[src/rtl/serial_magnitude_comparator_pkg.sv]
// Shared types for the bit-serial magnitude comparator: FSM state encoding.
package serial_cmp_pkg;

  localparam logic [1:0] ST_IDLE  = 2'd0;
  localparam logic [1:0] ST_SHIFT = 2'd1;
  localparam logic [1:0] ST_DONE  = 2'd2;

  typedef enum logic [1:0] {
    IDLE  = ST_IDLE,
    SHIFT = ST_SHIFT,
    DONE  = ST_DONE
  } cmp_state_t;

endpackage

[src/rtl/serial_magnitude_comparator_if.sv]
// Start handshake, operand words and verdict outputs of the serial comparator.
// The master drives requests and operands; the slave is the comparator itself.
interface serial_magnitude_comparator_if #(
  parameter int WIDTH = 8
);
  logic             start_in;
  logic             ready_out;
  logic [WIDTH-1:0] A_word_in;
  logic [WIDTH-1:0] B_word_in;
  logic             done_out;
  logic             is_greater;
  logic             is_equal;
  logic             is_less;

  modport master (
    output start_in, A_word_in, B_word_in,
    input  ready_out, done_out, is_greater, is_equal, is_less
  );

  modport slave (
    input  start_in, A_word_in, B_word_in,
    output ready_out, done_out, is_greater, is_equal, is_less
  );
endinterface

[src/rtl/comparator_one_bit.sv]
// Single-bit unsigned comparator; purely combinational, zero latency.
// No flow control: outputs follow the inputs.
module comparator_one_bit (
  input  logic a,
  input  logic b,
  output logic greater,
  output logic equal,
  output logic less
);
  assign greater = a & ~b;
  assign equal   = ~(a ^ b);
  assign less    = ~a & b;
endmodule

[src/rtl/serial_magnitude_comparator.sv]
// Bit-serial unsigned comparator, MSB first, stops on the first differing bit; done n+1 cycles after accept.
// Accepts start only in IDLE (ready_out); requests while busy are dropped, not queued.
module serial_magnitude_comparator
  import serial_cmp_pkg::*;
#(
  parameter int WIDTH = 8,
  parameter int CNT_W = $clog2(WIDTH + 1)
) (
  input  logic                          clk,
  input  logic                          rst,
  serial_magnitude_comparator_if.slave  bus
);

  cmp_state_t       state_q, state_d;
  logic [WIDTH-1:0] a_sr, b_sr;
  logic [CNT_W-1:0] idx;
  logic             gt_q, eq_q, lt_q;
  logic             bit_gt, bit_eq, bit_lt;
  logic             accept;
  logic             last_bit;

  comparator_one_bit u_bit_cmp (
    .a       (a_sr[WIDTH-1]),
    .b       (b_sr[WIDTH-1]),
    .greater (bit_gt),
    .equal   (bit_eq),
    .less    (bit_lt)
  );

  assign accept   = bus.start_in && (state_q == IDLE);
  assign last_bit = (idx == '0);

  always_comb begin
    state_d = state_q;
    case (state_q)
      IDLE:    if (accept) state_d = SHIFT;
      SHIFT:   if (bit_gt || bit_lt || (bit_eq && last_bit)) state_d = DONE;
      DONE:    state_d = IDLE;
      default: state_d = IDLE;
    endcase
  end

  always_ff @(posedge clk or posedge rst) begin
    if (rst) begin
      state_q <= IDLE;
      a_sr    <= '0;
      b_sr    <= '0;
      idx     <= '0;
      gt_q    <= 1'b0;
      eq_q    <= 1'b0;
      lt_q    <= 1'b0;
    end else begin
      state_q <= state_d;
      case (state_q)
        IDLE: begin
          if (accept) begin
            a_sr <= bus.A_word_in;
            b_sr <= bus.B_word_in;
            idx  <= CNT_W'(WIDTH - 1);
            gt_q <= 1'b0;
            eq_q <= 1'b0;
            lt_q <= 1'b0;
          end
        end
        SHIFT: begin
          // Verdict bits are set only from the one-bit comparator outputs.
          if (bit_gt) begin
            gt_q <= 1'b1;
          end else if (bit_lt) begin
            lt_q <= 1'b1;
          end else if (bit_eq && last_bit) begin
            eq_q <= 1'b1;
          end else if (bit_eq) begin
            a_sr <= a_sr << 1;
            b_sr <= b_sr << 1;
            idx  <= idx - 1'b1;
          end
        end
        default: ;
      endcase
    end
  end

  assign bus.ready_out  = (state_q == IDLE);
  assign bus.done_out   = (state_q == DONE);
  assign bus.is_greater = gt_q;
  assign bus.is_equal   = eq_q;
  assign bus.is_less    = lt_q;

endmodule

[src/flat_wrapper.sv]
// flat-port wrapper written by rule: the top's interface ports become plain ports
module serial_magnitude_comparator_flat import serial_cmp_pkg::*;
#(
  parameter int WIDTH = 8,
  parameter int CNT_W = $clog2(WIDTH + 1)
)
  (clk, rst, bus_start_in, bus_A_word_in, bus_B_word_in, bus_ready_out, bus_done_out, bus_is_greater, bus_is_equal, bus_is_less);
  serial_magnitude_comparator_if #(.WIDTH(WIDTH)) bus_i ();
  input  logic clk;
  input  logic rst;
  input wire logic [$bits(bus_i.start_in)-1:0] bus_start_in;
  input wire logic [$bits(bus_i.A_word_in)-1:0] bus_A_word_in;
  input wire logic [$bits(bus_i.B_word_in)-1:0] bus_B_word_in;
  output wire logic [$bits(bus_i.ready_out)-1:0] bus_ready_out;
  output wire logic [$bits(bus_i.done_out)-1:0] bus_done_out;
  output wire logic [$bits(bus_i.is_greater)-1:0] bus_is_greater;
  output wire logic [$bits(bus_i.is_equal)-1:0] bus_is_equal;
  output wire logic [$bits(bus_i.is_less)-1:0] bus_is_less;
  assign bus_i.start_in = bus_start_in;
  assign bus_i.A_word_in = bus_A_word_in;
  assign bus_i.B_word_in = bus_B_word_in;
  assign bus_ready_out = bus_i.ready_out;
  assign bus_done_out = bus_i.done_out;
  assign bus_is_greater = bus_i.is_greater;
  assign bus_is_equal = bus_i.is_equal;
  assign bus_is_less = bus_i.is_less;
  serial_magnitude_comparator #(.WIDTH(WIDTH), .CNT_W(CNT_W)) u_core (.clk(clk), .rst(rst), .bus(bus_i));
endmodule
[config.mk]
export PLATFORM = sky130hd
export DESIGN_NAME = serial_magnitude_comparator_flat
export DESIGN_NICKNAME = d
export VERILOG_FILES = /design/src/rtl/serial_magnitude_comparator_pkg.sv /design/src/rtl/serial_magnitude_comparator_if.sv /design/src/rtl/comparator_one_bit.sv /design/src/rtl/serial_magnitude_comparator.sv /design/src/flat_wrapper.sv
export SDC_FILE = /design/constraint.sdc
export NUM_CORES = 1
export LEC_CHECK = 0
export CORE_UTILIZATION = 45
export DETAILED_ROUTE_END_ITERATION = 8
export GPL_ROUTABILITY_DRIVEN = 0
export PLACE_DENSITY_LB_ADDON = 0.3
export REMOVE_ABC_BUFFERS = 1
export SYNTH_ARGS = -nofsm -noshare
export SYNTH_HDL_FRONTEND = slang
export SYNTH_SLANG_ARGS = --single-unit
[constraint.sdc]
create_clock -name clk -period 1.7 [get_ports clk]
set_input_delay 0.255 -clock clk [delete_from_list [all_inputs] [get_ports clk]]
set_output_delay 0.255 -clock clk [all_outputs]
set_load 0.05 [all_outputs]
==> results by group <==
Status
  – Status: finished with violations
  – Failing checks: setup timing

Drt
  – DRT iter0 DRCs: 8
  – Antenna viol nets, final: 0
  – # DRC: 0
  – DRT Wirelength: 3127 um
  – Avg Vias per Cell: 5.497
  – Drt first pass iters: 4
  – Wire per inst: 16.72 um
  – Vias: 1028

CTS
  – Clock Sinks: 25
  – Hold buffers post-CTS: 0
  – Skew-Pair Late Insertion Delay: 0.33 ns
  – Reg clk slew, reported paths: 0.17 ns
  – CTS tree: built
  – Max clock buf depth: 2
  – H-Tree Depth: 1
  – Clock root buffer: clkbuf_4
  – CTS buffer count: 3

Synthesis
  – Post-Syn Area: 1251 um^2
  – Register area share after synthesis: 50.00%
  – Fraction of registers with async set/reset: 100.0%
  – Gate Count Post-Synth: 115
  – Post-Syn Area per Cell: 10.88 um^2
  – EDFF count, synth: 0
  – Synth Flop Type: dfrtp_1
  – YS warnings: 0
  – Synth unique cells: 29
  – Synth Register Bits: 25

Cells and area
  – Commonest non-fill, non-tap cell in the layout: dfrtp_1
  – Layout cells sized above 1: 35.03%
  – Area of the multi-input gates: 668.1 um^2
  – Most frequent cells in the layout: 24 x dfrtp_1, 20 x buf_4, 19 x o21ai_1
  – Filler Cells Inserted: 180
  – Non-filler cells, final: 187
  – NumNets Final: 181
  – Core Util, Final: approximately 71%
  – Diodes inserted: 0
  – P&R area growth vs syn: 44.30%
  – Reg area: about 630 um^2

STA
  – Setup slack after layout: -0.1136 ns
  – Final critical-path share of the clock period: 106.7%
  – Setup violators final: 6
  – Final-report hold violation count: 0
  – Worst-margin pin slew: 0.3166 ns
  – RSZ-0062 raised after global routing: yes
  – Tmin final: 1.814 ns
  – Worst Skew: around 0.018 ns
  – F_max: 0.5514 GHz
  – Max Slew Vio Count: 0
  – Max-slew headroom: 78.89%

Place
  – Port Buffer Count: 23
  – Placed insts: 178
  – HPWL Detailed: 2087 um

Global route
  – First-pass GRT wire length: 4671 um
  – Largest net degree at the start of global routing: 26
  – Total GRT Usage: 22.00%
  – GR Overflow Total: 0
  – Number of antenna violations at the first check in global routing: 0
  – Vias in the first global route: about 1000

Floorplan
  – Initial Util: 49.16%
  – Core ar.: between 2000 and 3000 um^2
  – Die Area: 2995 um^2
  – Row count: 18
  – Top Ports: 24
  – Chip width: 54.73 um
  – Die Y: about 55 um

Worst setup path
  – CP Launch Type: flop
  – Critical Path Sink Type: flop
  – Critical path arrival: 2.06 ns
  – Worst Reg-to-Reg Cells: 7
  – Data required time of the critical path: 1.94 ns
  – Crit Path Category: flop to flop
  – Worst-path fanout max: 8

Pwr
  – Cell Pwr Density: slightly below 2000 nW/um^2
  – Static leakage: 0.8011 nW
  – VDD IR max: 0.001493 V

Flow run
  – Max cap viols: 0

Hold path
  – Worst Hold Class: primary input to asynchronous set/reset pin
[repair_timing]
item	CTS	global route
pin swaps	3	4
endpoints found under the setup margin	18	20
gates resized for setup	13	33
cloned	1	0
buffers inserted	1	3
[synth_stat cells, types with 2 or more instances]
cell      n  area [um^2]
a21oi_1   2        10.01
a22o_1    4        35.03
buf_2     3        15.01
buf_6     2        22.52
dfrtp_1  25        625.6
ha_1      4        50.05
inv_1     5        18.77
mux2i_1  15        150.1
nand2_1   3        11.26
nor2_1    4        15.01
nor2b_1   2        12.51
o21ai_0  22        110.1
o21ai_1   8        40.04
[sequential cells by signal, indices dropped and copies added (netlist names)]
signal                 flops
u_core.bus.is_equal        1
u_core.bus.is_less         1
u_core.idx                 4
u_core.state_q             2
u_core.b_sr                8
u_core.bus.is_greater      1
u_core.a_sr                8
[final cells by class]
type	count	share of cell area, %
clock buffers	3	1.247
inverters	5	1.040
repair buffers	44	23.49
clock inverters	1	0.4158
flip-flops and latches	25	34.72
multi-input cells	79	37.01
well taps	30	2.079
[layer usage]
metal,up-vias,track usage (%),share of wire [%]
li1,497,-,-
met1,503,27.27,45
met2,24,38.55,51
met3,4,2.778,3.1
met4,0,7.692,0.96
met5,-,0,0
[power breakdown]
part	internal (W)	total [W]	switching [W]
logic	0.00108	0.00220	0.00112
registers	0.000842	0.00105	0.000205
clock network	0.0000898	0.000293	0.000203
total	0.00201	0.00354	0.00153
[critical path, cell delays in order (launching register included)]
cell	delay (ns)
dfrtp_1	0.50
inv_2	0.08
ha_4	0.17
nor4b_4	0.24
nor2_2	0.10
or2_4	0.25
buf_6	0.14
o21ai_0	0.24
[cells by family (layout without fill, tap and decap cells)]
kind of cell | count (synthesis) | after routing | share of synthesized area, %
AO/OA/AOI/OAI | 40 | 40 | 18.50
adder cells (fa/ha/maj) | 4 | 4 | 4.000
buffers and inverters | 11 | 53 | 4.799
flip-flops | 25 | 25 | 50.00
multiplexers | 15 | 15 | 12.00
AND/OR/NAND/NOR | 20 | 20 | 10.70
[stage by stage]
step / cell area, um^2 / total power [W] / setup TNS, ns / hold slack (ns) / worst slack, ns
4_1_cts: 1690 / 0.003187 / -0.005424 / 0.2607 / -0.005424
3_5_place_dp: 1623 / 0.002760 / -0.6112 / 0.4782 / -0.07410
5_1_grt: 1805 / 0.003751 / -1.414 / 0.3201 / -0.1755
2_1_floorplan: 1210 / 0.001985 / -5.714 / 0.2823 / -0.3376
3_3_place_gp: 1623 / 0.002680 / -0.05204 / 0.4614 / -0.02927
6_report: 1805 / 0.003536 / -0.2206 / 0.2405 / -0.1136
[path summary, 6_finish.rpt]
kind	to	slack (ns)	from
max in group asynchronous	u_core.a_sr[7]	1.18	rst
max	u_core.b_sr[7]	-0.11	u_core.b_sr[7]
min in group clk	u_core.a_sr[0]	0.51	bus_A_word_in[0]
min	u_core.a_sr[4]	0.24	rst
min reg2reg	u_core.idx[3]	0.52	u_core.idx[3]
max reg2reg	u_core.b_sr[7]	-0.11	u_core.b_sr[7]
Power figures use the tool's default switching activity.
